**src/rtl/dsp_regs_pkg.sv**
```systemverilog
// Shared definitions for the DSP convolution engine AXI4-Lite register file:
// register map, control/status bit positions, response codes and FSM states.
package dsp_regs_pkg;

   localparam logic [2:0] REG_CTRL       = 3'd0;
   localparam logic [2:0] REG_STATUS     = 3'd1;
   localparam logic [2:0] REG_SRC_ADDR   = 3'd2;
   localparam logic [2:0] REG_DST_ADDR   = 3'd3;
   localparam logic [2:0] REG_COEFF_ADDR = 3'd4;
   localparam logic [2:0] REG_LENGTH     = 3'd5;
   localparam logic [2:0] REG_ID         = 3'd6;

   localparam int unsigned CTRL_START_BIT  = 0;
   localparam int unsigned CTRL_IRQ_EN_BIT = 1;
   localparam int unsigned STAT_BUSY_BIT   = 0;
   localparam int unsigned STAT_DONE_BIT   = 1;

   localparam logic [1:0] RESP_OKAY   = 2'b00;
   localparam logic [1:0] RESP_SLVERR = 2'b10;

   typedef enum logic {W_IDLE, W_RESP} w_state_e;
   typedef enum logic {R_IDLE, R_DATA} r_state_e;

   function automatic logic is_aligned(input logic [1:0] addr_lsb);
      return addr_lsb == 2'b00;
   endfunction

endpackage

```
**src/rtl/axil_wstrb_merge.sv**
```systemverilog
// Byte-lane merge of a write into an existing register value: lanes with
// their strobe set take the new data, the rest keep the old value.
module axil_wstrb_merge #(
   parameter int unsigned W = 32
) (
   input  logic [W-1:0]   i_old,
   input  logic [W-1:0]   i_wdata,
   input  logic [W/8-1:0] i_wstrb,
   output logic [W-1:0]   o_merged
);

   always_comb begin
      o_merged = i_old;
      for (int b = 0; b < W / 8; b++) begin
         if (i_wstrb[b]) begin
            o_merged[8*b +: 8] = i_wdata[8*b +: 8];
         end
      end
   end

endmodule

```
**src/rtl/dsp_axil_regs.sv**
```systemverilog
// AXI4-Lite responder exposing control, status and buffer configuration
// registers of the DSP 1-D convolution engine, with a done interrupt.
module dsp_axil_regs
   import dsp_regs_pkg::*;
#(
   parameter int unsigned ADDR_WIDTH = 5,
   parameter int unsigned DATA_WIDTH = 32,
   parameter logic [31:0] ID_VALUE   = 32'hD5C0_0001
) (
   input  logic                    clk_i,
   input  logic                    reset_ni,
   input  logic [ADDR_WIDTH-1:0]   s_axi_awaddr_i,
   input  logic                    s_axi_awvalid_i,
   output logic                    s_axi_awready_o,
   input  logic [DATA_WIDTH-1:0]   s_axi_wdata_i,
   input  logic [DATA_WIDTH/8-1:0] s_axi_wstrb_i,
   input  logic                    s_axi_wvalid_i,
   output logic                    s_axi_wready_o,
   output logic [1:0]              s_axi_bresp_o,
   output logic                    s_axi_bvalid_o,
   input  logic                    s_axi_bready_i,
   input  logic [ADDR_WIDTH-1:0]   s_axi_araddr_i,
   input  logic                    s_axi_arvalid_i,
   output logic                    s_axi_arready_o,
   output logic [DATA_WIDTH-1:0]   s_axi_rdata_o,
   output logic [1:0]              s_axi_rresp_o,
   output logic                    s_axi_rvalid_o,
   input  logic                    s_axi_rready_i,
   input  logic                    core_busy_i,
   input  logic                    core_done_i,
   output logic                    start_o,
   output logic [31:0]             src_addr_o,
   output logic [31:0]             dst_addr_o,
   output logic [31:0]             coeff_addr_o,
   output logic [15:0]             length_o,
   output logic                    irq_o
);

   w_state_e r_wstate, w_wstate_next;
   r_state_e r_rstate, w_rstate_next;

   logic                    r_aw_held, r_w_held;
   logic [ADDR_WIDTH-1:0]   r_awaddr;
   logic [DATA_WIDTH-1:0]   r_wdata;
   logic [DATA_WIDTH/8-1:0] r_wstrb;
   logic [1:0]              r_bresp, r_rresp;
   logic [DATA_WIDTH-1:0]   r_rdata;

   logic [DATA_WIDTH-1:0]   r_src, r_dst, r_coeff;
   logic [15:0]             r_length;
   logic                    r_irq_en, r_done, r_start, r_irq;

   logic                    w_aw_hs, w_w_hs, w_ar_hs, w_commit, w_aligned, w_wr_en;
   logic [ADDR_WIDTH-1:0]   w_addr;
   logic [DATA_WIDTH-1:0]   w_data, w_old, w_merged, w_rd_word;
   logic [DATA_WIDTH/8-1:0] w_strb;
   logic [2:0]              w_idx;
   logic                    w_start_req, w_done_clr, w_done_next;

   // ---------------- write channel ----------------
   assign s_axi_awready_o = (r_wstate == W_IDLE) && !r_aw_held;
   assign s_axi_wready_o  = (r_wstate == W_IDLE) && !r_w_held;
   assign s_axi_bvalid_o  = (r_wstate == W_RESP);
   assign s_axi_bresp_o   = r_bresp;

   assign w_aw_hs = s_axi_awvalid_i && s_axi_awready_o;
   assign w_w_hs  = s_axi_wvalid_i && s_axi_wready_o;
   // Commit as soon as both halves are present, either held or arriving now.
   assign w_commit = (r_aw_held || w_aw_hs) && (r_w_held || w_w_hs);

   assign w_addr    = r_aw_held ? r_awaddr : s_axi_awaddr_i;
   assign w_data    = r_w_held ? r_wdata : s_axi_wdata_i;
   assign w_strb    = r_w_held ? r_wstrb : s_axi_wstrb_i;
   assign w_idx     = w_addr[4:2];
   assign w_aligned = is_aligned(w_addr[1:0]);
   assign w_wr_en   = w_commit && w_aligned;

   always_comb begin
      w_wstate_next = r_wstate;
      unique case (r_wstate)
         W_IDLE: if (w_commit) w_wstate_next = W_RESP;
         W_RESP: if (s_axi_bready_i) w_wstate_next = W_IDLE;
      endcase
   end

   always_ff @(posedge clk_i or negedge reset_ni) begin
      if (!reset_ni) begin
         r_wstate  <= W_IDLE;
         r_aw_held <= 1'b0;
         r_w_held  <= 1'b0;
         r_awaddr  <= '0;
         r_wdata   <= '0;
         r_wstrb   <= '0;
         r_bresp   <= RESP_OKAY;
      end else begin
         r_wstate <= w_wstate_next;
         if (w_commit) begin
            r_aw_held <= 1'b0;
            r_w_held  <= 1'b0;
            r_bresp   <= w_aligned ? RESP_OKAY : RESP_SLVERR;
         end else begin
            if (w_aw_hs) begin
               r_aw_held <= 1'b1;
               r_awaddr  <= s_axi_awaddr_i;
            end
            if (w_w_hs) begin
               r_w_held <= 1'b1;
               r_wdata  <= s_axi_wdata_i;
               r_wstrb  <= s_axi_wstrb_i;
            end
         end
      end
   end

   // ---------------- register storage ----------------
   always_comb begin
      w_old = '0;
      case (w_idx)
         REG_CTRL:       w_old[CTRL_IRQ_EN_BIT] = r_irq_en;
         REG_SRC_ADDR:   w_old = r_src;
         REG_DST_ADDR:   w_old = r_dst;
         REG_COEFF_ADDR: w_old = r_coeff;
         REG_LENGTH:     w_old[15:0] = r_length;
         default:        w_old = '0;
      endcase
   end

   axil_wstrb_merge #(
      .W (DATA_WIDTH)
   ) u_merge (
      .i_old    (w_old),
      .i_wdata  (w_data),
      .i_wstrb  (w_strb),
      .o_merged (w_merged)
   );

   assign w_start_req = w_wr_en && (w_idx == REG_CTRL) && w_data[CTRL_START_BIT] &&
                        w_strb[0] && !core_busy_i;
   assign w_done_clr  = w_wr_en && (w_idx == REG_STATUS) && w_data[STAT_DONE_BIT] && w_strb[0];
   // A completion arriving together with the clear must not be lost.
   assign w_done_next = core_done_i ? 1'b1 : (w_done_clr ? 1'b0 : r_done);

   always_ff @(posedge clk_i or negedge reset_ni) begin
      if (!reset_ni) begin
         r_src    <= '0;
         r_dst    <= '0;
         r_coeff  <= '0;
         r_length <= '0;
         r_irq_en <= 1'b0;
         r_done   <= 1'b0;
         r_start  <= 1'b0;
         r_irq    <= 1'b0;
      end else begin
         r_start <= w_start_req;
         r_done  <= w_done_next;
         r_irq   <= r_done && r_irq_en;
         if (w_wr_en) begin
            case (w_idx)
               REG_CTRL:       r_irq_en <= w_merged[CTRL_IRQ_EN_BIT];
               REG_SRC_ADDR:   r_src    <= w_merged;
               REG_DST_ADDR:   r_dst    <= w_merged;
               REG_COEFF_ADDR: r_coeff  <= w_merged;
               REG_LENGTH:     r_length <= w_merged[15:0];
               default:        ;
            endcase
         end
      end
   end

   assign start_o      = r_start;
   assign irq_o        = r_irq;
   assign src_addr_o   = r_src;
   assign dst_addr_o   = r_dst;
   assign coeff_addr_o = r_coeff;
   assign length_o     = r_length;

   // ---------------- read channel ----------------
   assign s_axi_arready_o = (r_rstate == R_IDLE);
   assign s_axi_rvalid_o  = (r_rstate == R_DATA);
   assign s_axi_rdata_o   = r_rdata;
   assign s_axi_rresp_o   = r_rresp;
   assign w_ar_hs         = s_axi_arvalid_i && s_axi_arready_o;

   always_comb begin
      w_rd_word = '0;
      case (s_axi_araddr_i[4:2])
         REG_CTRL:       w_rd_word[CTRL_IRQ_EN_BIT] = r_irq_en;
         REG_STATUS: begin
            w_rd_word[STAT_BUSY_BIT] = core_busy_i;
            w_rd_word[STAT_DONE_BIT] = r_done;
         end
         REG_SRC_ADDR:   w_rd_word = r_src;
         REG_DST_ADDR:   w_rd_word = r_dst;
         REG_COEFF_ADDR: w_rd_word = r_coeff;
         REG_LENGTH:     w_rd_word[15:0] = r_length;
         REG_ID:         w_rd_word = ID_VALUE;
         default:        w_rd_word = '0;
      endcase
   end

   always_comb begin
      w_rstate_next = r_rstate;
      unique case (r_rstate)
         R_IDLE: if (w_ar_hs) w_rstate_next = R_DATA;
         R_DATA: if (s_axi_rready_i) w_rstate_next = R_IDLE;
      endcase
   end

   always_ff @(posedge clk_i or negedge reset_ni) begin
      if (!reset_ni) begin
         r_rstate <= R_IDLE;
         r_rdata  <= '0;
         r_rresp  <= RESP_OKAY;
      end else begin
         r_rstate <= w_rstate_next;
         if (w_ar_hs) begin
            if (is_aligned(s_axi_araddr_i[1:0])) begin
               r_rdata <= w_rd_word;
               r_rresp <= RESP_OKAY;
            end else begin
               r_rdata <= '0;
               r_rresp <= RESP_SLVERR;
            end
         end
      end
   end

endmodule

```
**config.mk**
```make
export PLATFORM = sky130hd
export DESIGN_NAME = dsp_axil_regs
export DESIGN_NICKNAME = d
export VERILOG_FILES = /design/src/rtl/dsp_regs_pkg.sv /design/src/rtl/axil_wstrb_merge.sv /design/src/rtl/dsp_axil_regs.sv
export SDC_FILE = /design/constraint.sdc
export NUM_CORES = 1
export LEC_CHECK = 0
export BUFFER_PORTS_ARGS = -buffer_cell sky130_fd_sc_hd__buf_4
export CAP_MARGIN = 20
export CORE_MARGIN = 5
export CORE_UTILIZATION = 59
export CTS_CLUSTER_DIAMETER = 200
export DETAILED_ROUTE_END_ITERATION = 10
export HOLD_SLACK_MARGIN = 0.12
export PLACE_DENSITY = 0.87
export SETUP_SLACK_MARGIN = 0.3
export SLEW_MARGIN = 20
export SYNTH_ARGS = -nofsm -noshare
export SYNTH_HDL_FRONTEND = slang
export SYNTH_SLANG_ARGS = --single-unit
```
**constraint.sdc**
```tcl
create_clock -name clk_i -period 6.65 [get_ports clk_i]
set_input_delay 1.995 -clock clk_i [delete_from_list [all_inputs] [get_ports clk_i]]
set_output_delay 1.995 -clock clk_i [all_outputs]
set_load 0.01 [all_outputs]
```
# Yosys cells after proc, flatten, opt, wreduce, memory -nomap -nowiden

Index checks and enable logic that the tools add are counted.

Input port bits: 55
Word-level logic and storage cells: 96
Bits in registers: 197
Output and inout bits: 155

Reduce and logical (&&, ||, !) cells: 34
Bitwise logic cells: 3
Equality and inequality tests: 11
Muxes and demuxes: 30

Operator list:

| cell               | number |
|---|---|
| $pmux 14 s4        | 2 |
| $mux 32            | 2 |
| $pmux 16 s4        | 1 |
| $mux 8             | 4 |
| $pmux 16 s2        | 1 |
| $eq 3x3->1 const B | 5 |
| $logic_and 1x1->1  | 15 |
| $reduce_and 2->1   | 7 |
| $eq 3x2->1 const B | 4 |
| $pmux 1 s6         | 2 |
| $mux 1             | 10 |
| $pmux 1 s4         | 2 |
| $eq 3x1->1 const B | 2 |
| $logic_not 3->1    | 2 |
| $reduce_bool 2->1  | 3 |
| $mux 5             | 1 |
| $logic_not 2->1    | 2 |
| $mux 2             | 2 |
| $mux 4             | 1 |
| $pmux 1 s2         | 2 |
| $logic_not 1->1    | 3 |
| $not 1->1          | 3 |
| $logic_or 1x1->1   | 2 |

# Depth between registers and ports, before layout

Depth after elaboration: 11
Gate-level depth with buffers: 8
Depth with buffers taken out: 5

# Modules after synthesis

A second synthesis with hierarchy kept.

Cell total of the unflattened synthesis: 783
Area, all modules: 9761.9 um2

By module, submodules not included:

| module           | seq. area each (um2) | times used | area each (um2) | cells an instance |
|---|---|---|---|---|
| dsp_axil_regs    | 4879.7               | 1          | 9236.4          | 747 |
| axil_wstrb_merge | 0.0                  | 1          | 525.5           | 36 |

# Worst setup path after synthesis

Ideal clock, no wire load.

Path type: input to register
Start: input port s_axi_awaddr_i[2]
End: register r_length[4] (netlist: length_o[4])
Stages on the path: 7
Setup time: 0.128 ns
Arrival time: 3.826 ns
Slack: 2.696 ns
Buffers on the path: 2
Data required time: 6.522 ns
Path through: mux2i_1 -> clkbuf_1 -> clkbuf_1 -> mux2_2 -> a221oi_1 -> a21oi_1 -> mux2_1

Cells in the longest elaborated chain, start to end: 4
Elaborated cells on any way between the ends: 8
Those cells by class: eq/ne: 4; mux: 3; reduce/logical: 1

RTL lines:

| what                               | RTL line                                   | source |
|---|---|---|
| from (decl)                        | dsp_axil_regs.sv:12                        | `input logic [ADDR_WIDTH-1:0] s_axi_awaddr_i,` |
| $mux 5 *                           | dsp_axil_regs.sv:71                        | `assign w_addr = r_aw_held ? r_awaddr : s_axi_awaddr_i;` |
| $eq 3x3->1 (tied with other cells) | dsp_axil_regs.sv:118, dsp_axil_regs.sv:158 |  |
| $pmux 14 s4                        | dsp_axil_regs.sv:118                       | `case (w_idx)` |
| $mux 8                             | axil_wstrb_merge.sv:15                     | `if (i_wstrb[b]) begin` |
| to (signal assigned)               | dsp_axil_regs.sv:163                       | `REG_LENGTH: r_length <= w_merged[15:0];` |
| to (decl)                          | dsp_axil_regs.sv:50                        | `logic [15:0] r_length;` |

Mark *: on every way between the ends. The rest lies on a longest branch, timed or not.
A chain may end at the register's enable or synchronous reset.

# Worst setup path in the final report

Start: input port s_axi_awaddr_i[0]
End: register r_dst[3] (netlist: dst_addr_o[3])

Cells in the longest elaborated chain, start to end: 4

RTL lines:

| what                       | RTL line             | source |
|---|---|---|
| $mux 5                     | dsp_axil_regs.sv:71  |  |
| $logic_not 2->1            | dsp_regs_pkg.sv:25   | `return addr_lsb == 2'b00;` |
| $logic_and 1x1->1          | dsp_axil_regs.sv:76  | `assign w_wr_en = w_commit && w_aligned;` |
| $reduce_and 2->1 (no line) | n/a                  |  |
| to (signal assigned)       | dsp_axil_regs.sv:161 | `REG_DST_ADDR: r_dst <= w_merged;` |
| to (decl)                  | dsp_axil_regs.sv:49  | `logic [DATA_WIDTH-1:0] r_src, r_dst, r_coeff;` |

Every way passes these cells.

==> metrics.md <==
| Metric | Value |
|---|---|
| Status | `complete, no violations` |
| IO Pins | `210` |
| Htree depth | `4` |
| RSZ-0062 raised after global routing | `no` |
| P&R area growth vs syn | `22.9%` |
| R2R cell count | `7` |
| Via/cell ratio | `6.46` |
| Rel. slew slack | `about a third` |
| Post-synth cell types | `48` |
| Crit path max-delay family | `simple AND/OR/NAND/NOR gates` |
| Worst hold path depth | `2` |
| Layout Utilization | `between 70% and 80%` |
| Worst Path Max Fanout | `22` |
| Num CTS Buffers | `17` |
| Die Y | `between 100 and 150 um` |
| Synth top area cells | `dfrtp_1 (50%), mux2_2 (15%), mux2_1 (4.2%)` |
| Post-synthesis cell count | `871` |
| Die Width | `139 um` |
| Final Hold Fails | `0` |
| Static Leak | `5.48 nW` |
| CTS tree | `built` |
| CP Capture Type | `flip-flop` |
| Rows | `47` |
| Worst path bufs/invs | `3` |
| Fmax | `0.235 GHz` |
| Nature of the critical path startpoint | `input port` |
| Ys flop type | `dfrtp_1` |
| Final setup TNS | `0 ns` |
| Clock Latency Late Sink | `0.44 ns` |
| N_diodes | `0` |
| Worst-Margin Slew | `0.992 ns` |
| Clock-pin slew on the worst setup and hold paths | `0.06 ns` |
| Routability cong. | `0.887` |
| VDD IR max | `0.000412 V` |
| Most common cell on crit path | `buf_4` |
| Ys Warns | `0` |
| Reg2reg start | `r_aw_held` |
| CTS Hold Buffers Added | `0` |
| Max-cap violations | `0` |
| Clock Skew | `0.00974 ns` |
| Final nets | `1102` |
| Synth top area share | `49.7%` |
| Final setup fails | `0` |
| Tmin final | `4.26 ns` |
| Worst path slowest cell | `nor2_2` |
| Critical Path RT | `6.96 ns` |
| Setup bufs post-CTS | `0` |
| R2R Setup Slk | `3.33 ns` |
| Post-DRT Antenna Nets | `0` |
| Post-synth EDFFs | `0` |
| Power, Total | `0.00546 W` |
| Routed vias | `8267` |
| Crit share post-route | `64.1%` |
| PortBufs | `207` |
| Cell Chain, Critical Path | `buf_4 -> or3_1 -> a222oi_1 -> buf_4 -> nand2_1 -> nor2_2 -> buf_4 -> mux2_2` |
| Core area | `16500 sq um` |
| Routed WL | `29.1 mm` |
| Worst min path class | `reg2reg` |
| Share of layout cells above drive strength 1 | `37.3%` |
| End of the worst register-to-register path | `dst_addr_o[3]` |
| Vias in the first global route | `8273` |
| Routed WL per cell | `22.7 um` |
| CTS Root Cell | `clkbuf_16` |
| Critical hold path startpoint | `s_axi_rdata_o[0]` |
| First drt pass iteration count | `6` |
| CTS max path bufs | `2` |
| Remaining Overflow, GRT | `0` |
| Initial cell density of the core | `approximately three fifths` |
| Cell Area, Placed | `11500 sq um` |
| Arr. time, crit path | `approximately 4.6 ns` |
| Resized Gates After CTS | `0` |
| Critical Path Max Stage Delay | `0.52 ns` |
| Pin count of the biggest net entering global routing | `between 90 and 100` |
| Area of the die | `19300 sq um` |
| Mapped Area | `9830 sq um` |
| Slew Viols, Final | `0` |
| Dpl hpwl | `19.5 mm` |
| First-pass GRT wire length | `46.0 mm` |
| Synth Register Bits | `around 200` |
| Finished Cell Area | `12100 sq um` |
| Hold path endpoint | `s_axi_rdata_o[0]` |
| Syn avg cell area | `11.3 sq um` |
| P per Cell Area | `~450 nW/um^2` |
| Total GRT Usage | `29.6%` |
| DRC viols | `0` |
| Clk sinks | `195` |
| Sequential area share after synthesis | `49.7%` |
| Iter 0 DRT Violations | `777` |
| Synth async-reset ratio | `100%` |
| Critical path type | `in2reg` |
| Leading area contributor after synthesis | `dfrtp_1` |
| Initial antenna violation count | `1` |
==> stage by stage <==
stage | hold slack [ns] | setup WS, ns | instances
global route | 0.516 | 2.36 | 1280
finish | 0.478 | 2.39 | 1280
detailed placement | 0.467 | 1.99 | 1248
CTS | 0.482 | 2.43 | 1280
floorplan | 0.473 | 2.70 | 872
global placement | 0.458 | 2.05 | 1248
==> worst reg2reg max path: stages, from the launching register on <==
cell	delay, ns
dfrtp_1	0.68
or3b_1	0.42
a222oi_1	0.31
buf_4	0.34
nand2_1	0.13
nor2_2	0.52
buf_4	0.39
mux2_2	0.39
==> cells in the final DEF, fill, tap and decap left out, drive strengths merged, types with 9 or more instances in the layout <==
cell type,n
mux2,168
a22oi,18
clkbuf,24
a22o,15
nand3b,9
buf,222
nand2,78
dfrtp,195
a221oi,29
o21ai,67
o31ai,11
o2111ai,16
mux2i,22
nor2b,21
and2,17
a21oi,48
a31oi,12
a211oi,16
a32oi,13
==> sequential cells by signal (all words and copies together) (netlist names), 4 cells and up <==
register and count:
src_addr_o 32, r_wdata 32, r_awaddr 5, coeff_addr_o 32, dst_addr_o 32, s_axi_rdata_o 32
r_wstrb 4, length_o 16
==> Yosys cell counts (12+ instances only) <==
master / number
dfrtp_1: 195
mux2_2: 131
nand2_1: 76
clkbuf_1: 51
o21ai_0: 51
a21oi_1: 48
mux2_1: 37
a221oi_1: 29
mux2i_1: 22
nor2b_1: 21
a22oi_1: 18
and2_1: 17
a211oi_1: 16
o2111ai_1: 16
o21ai_1: 16
a22o_1: 15
a32oi_1: 13
a31oi_1: 12
==> how the worst max path moves through the flow <==
stage	from	end	slack, ns	depth (start not counted)
2_1_floorplan	s_axi_awaddr_i[2]	length_o[4]	2.70	7
3_3_place_gp	s_axi_awaddr_i[0]	dst_addr_o[28]	2.05	8
3_5_place_dp	s_axi_awaddr_i[0]	dst_addr_o[11]	1.99	8
4_1_cts	s_axi_awaddr_i[0]	dst_addr_o[3]	2.43	8
5_1_grt	s_axi_awaddr_i[0]	src_addr_o[30]	2.36	7
6_report	s_axi_awaddr_i[0]	dst_addr_o[3]	2.39	8
==> power breakdown <==
group / switching [W] / internal (W)
combinational: 0.00123 / 0.00112
clock: 0.000436 / 0.000534
sequential: 0.000496 / 0.00165
==> kinds of logic after synthesis <==
logic type	synth area share [%]
other	0.0382
and+or+nand+nor	8.01
AOI/OAI and AO/OA	17.5
DFF	49.7
muxes	21.7
buffers and inverters	3.07
==> area by class of cell <==
type / instances / area [sq um]
Sequential cell: 195 / 4880
Inverter: 6 / 22.5
Tap cell: 220 / 275
Clock buffer: 23 / 468
Multi-Input combinational cell: 604 / 4670
Clock inverter: 9 / 81.3
Fill cell: 1164 / 4390
Timing Repair Buffer: 223 / 1680
==> layer usage <==
layer  track usage, %  vias to the layer above  share of wire, %
li1                 -                     3639                 -
met1             42.2                     4081                42
met2             45.2                      471                46
met3             7.55                       74               9.4
met4             9.17                        2               2.8
met5                0                        -             0.045
Note: power is estimated with default switching activity, not from simulation.
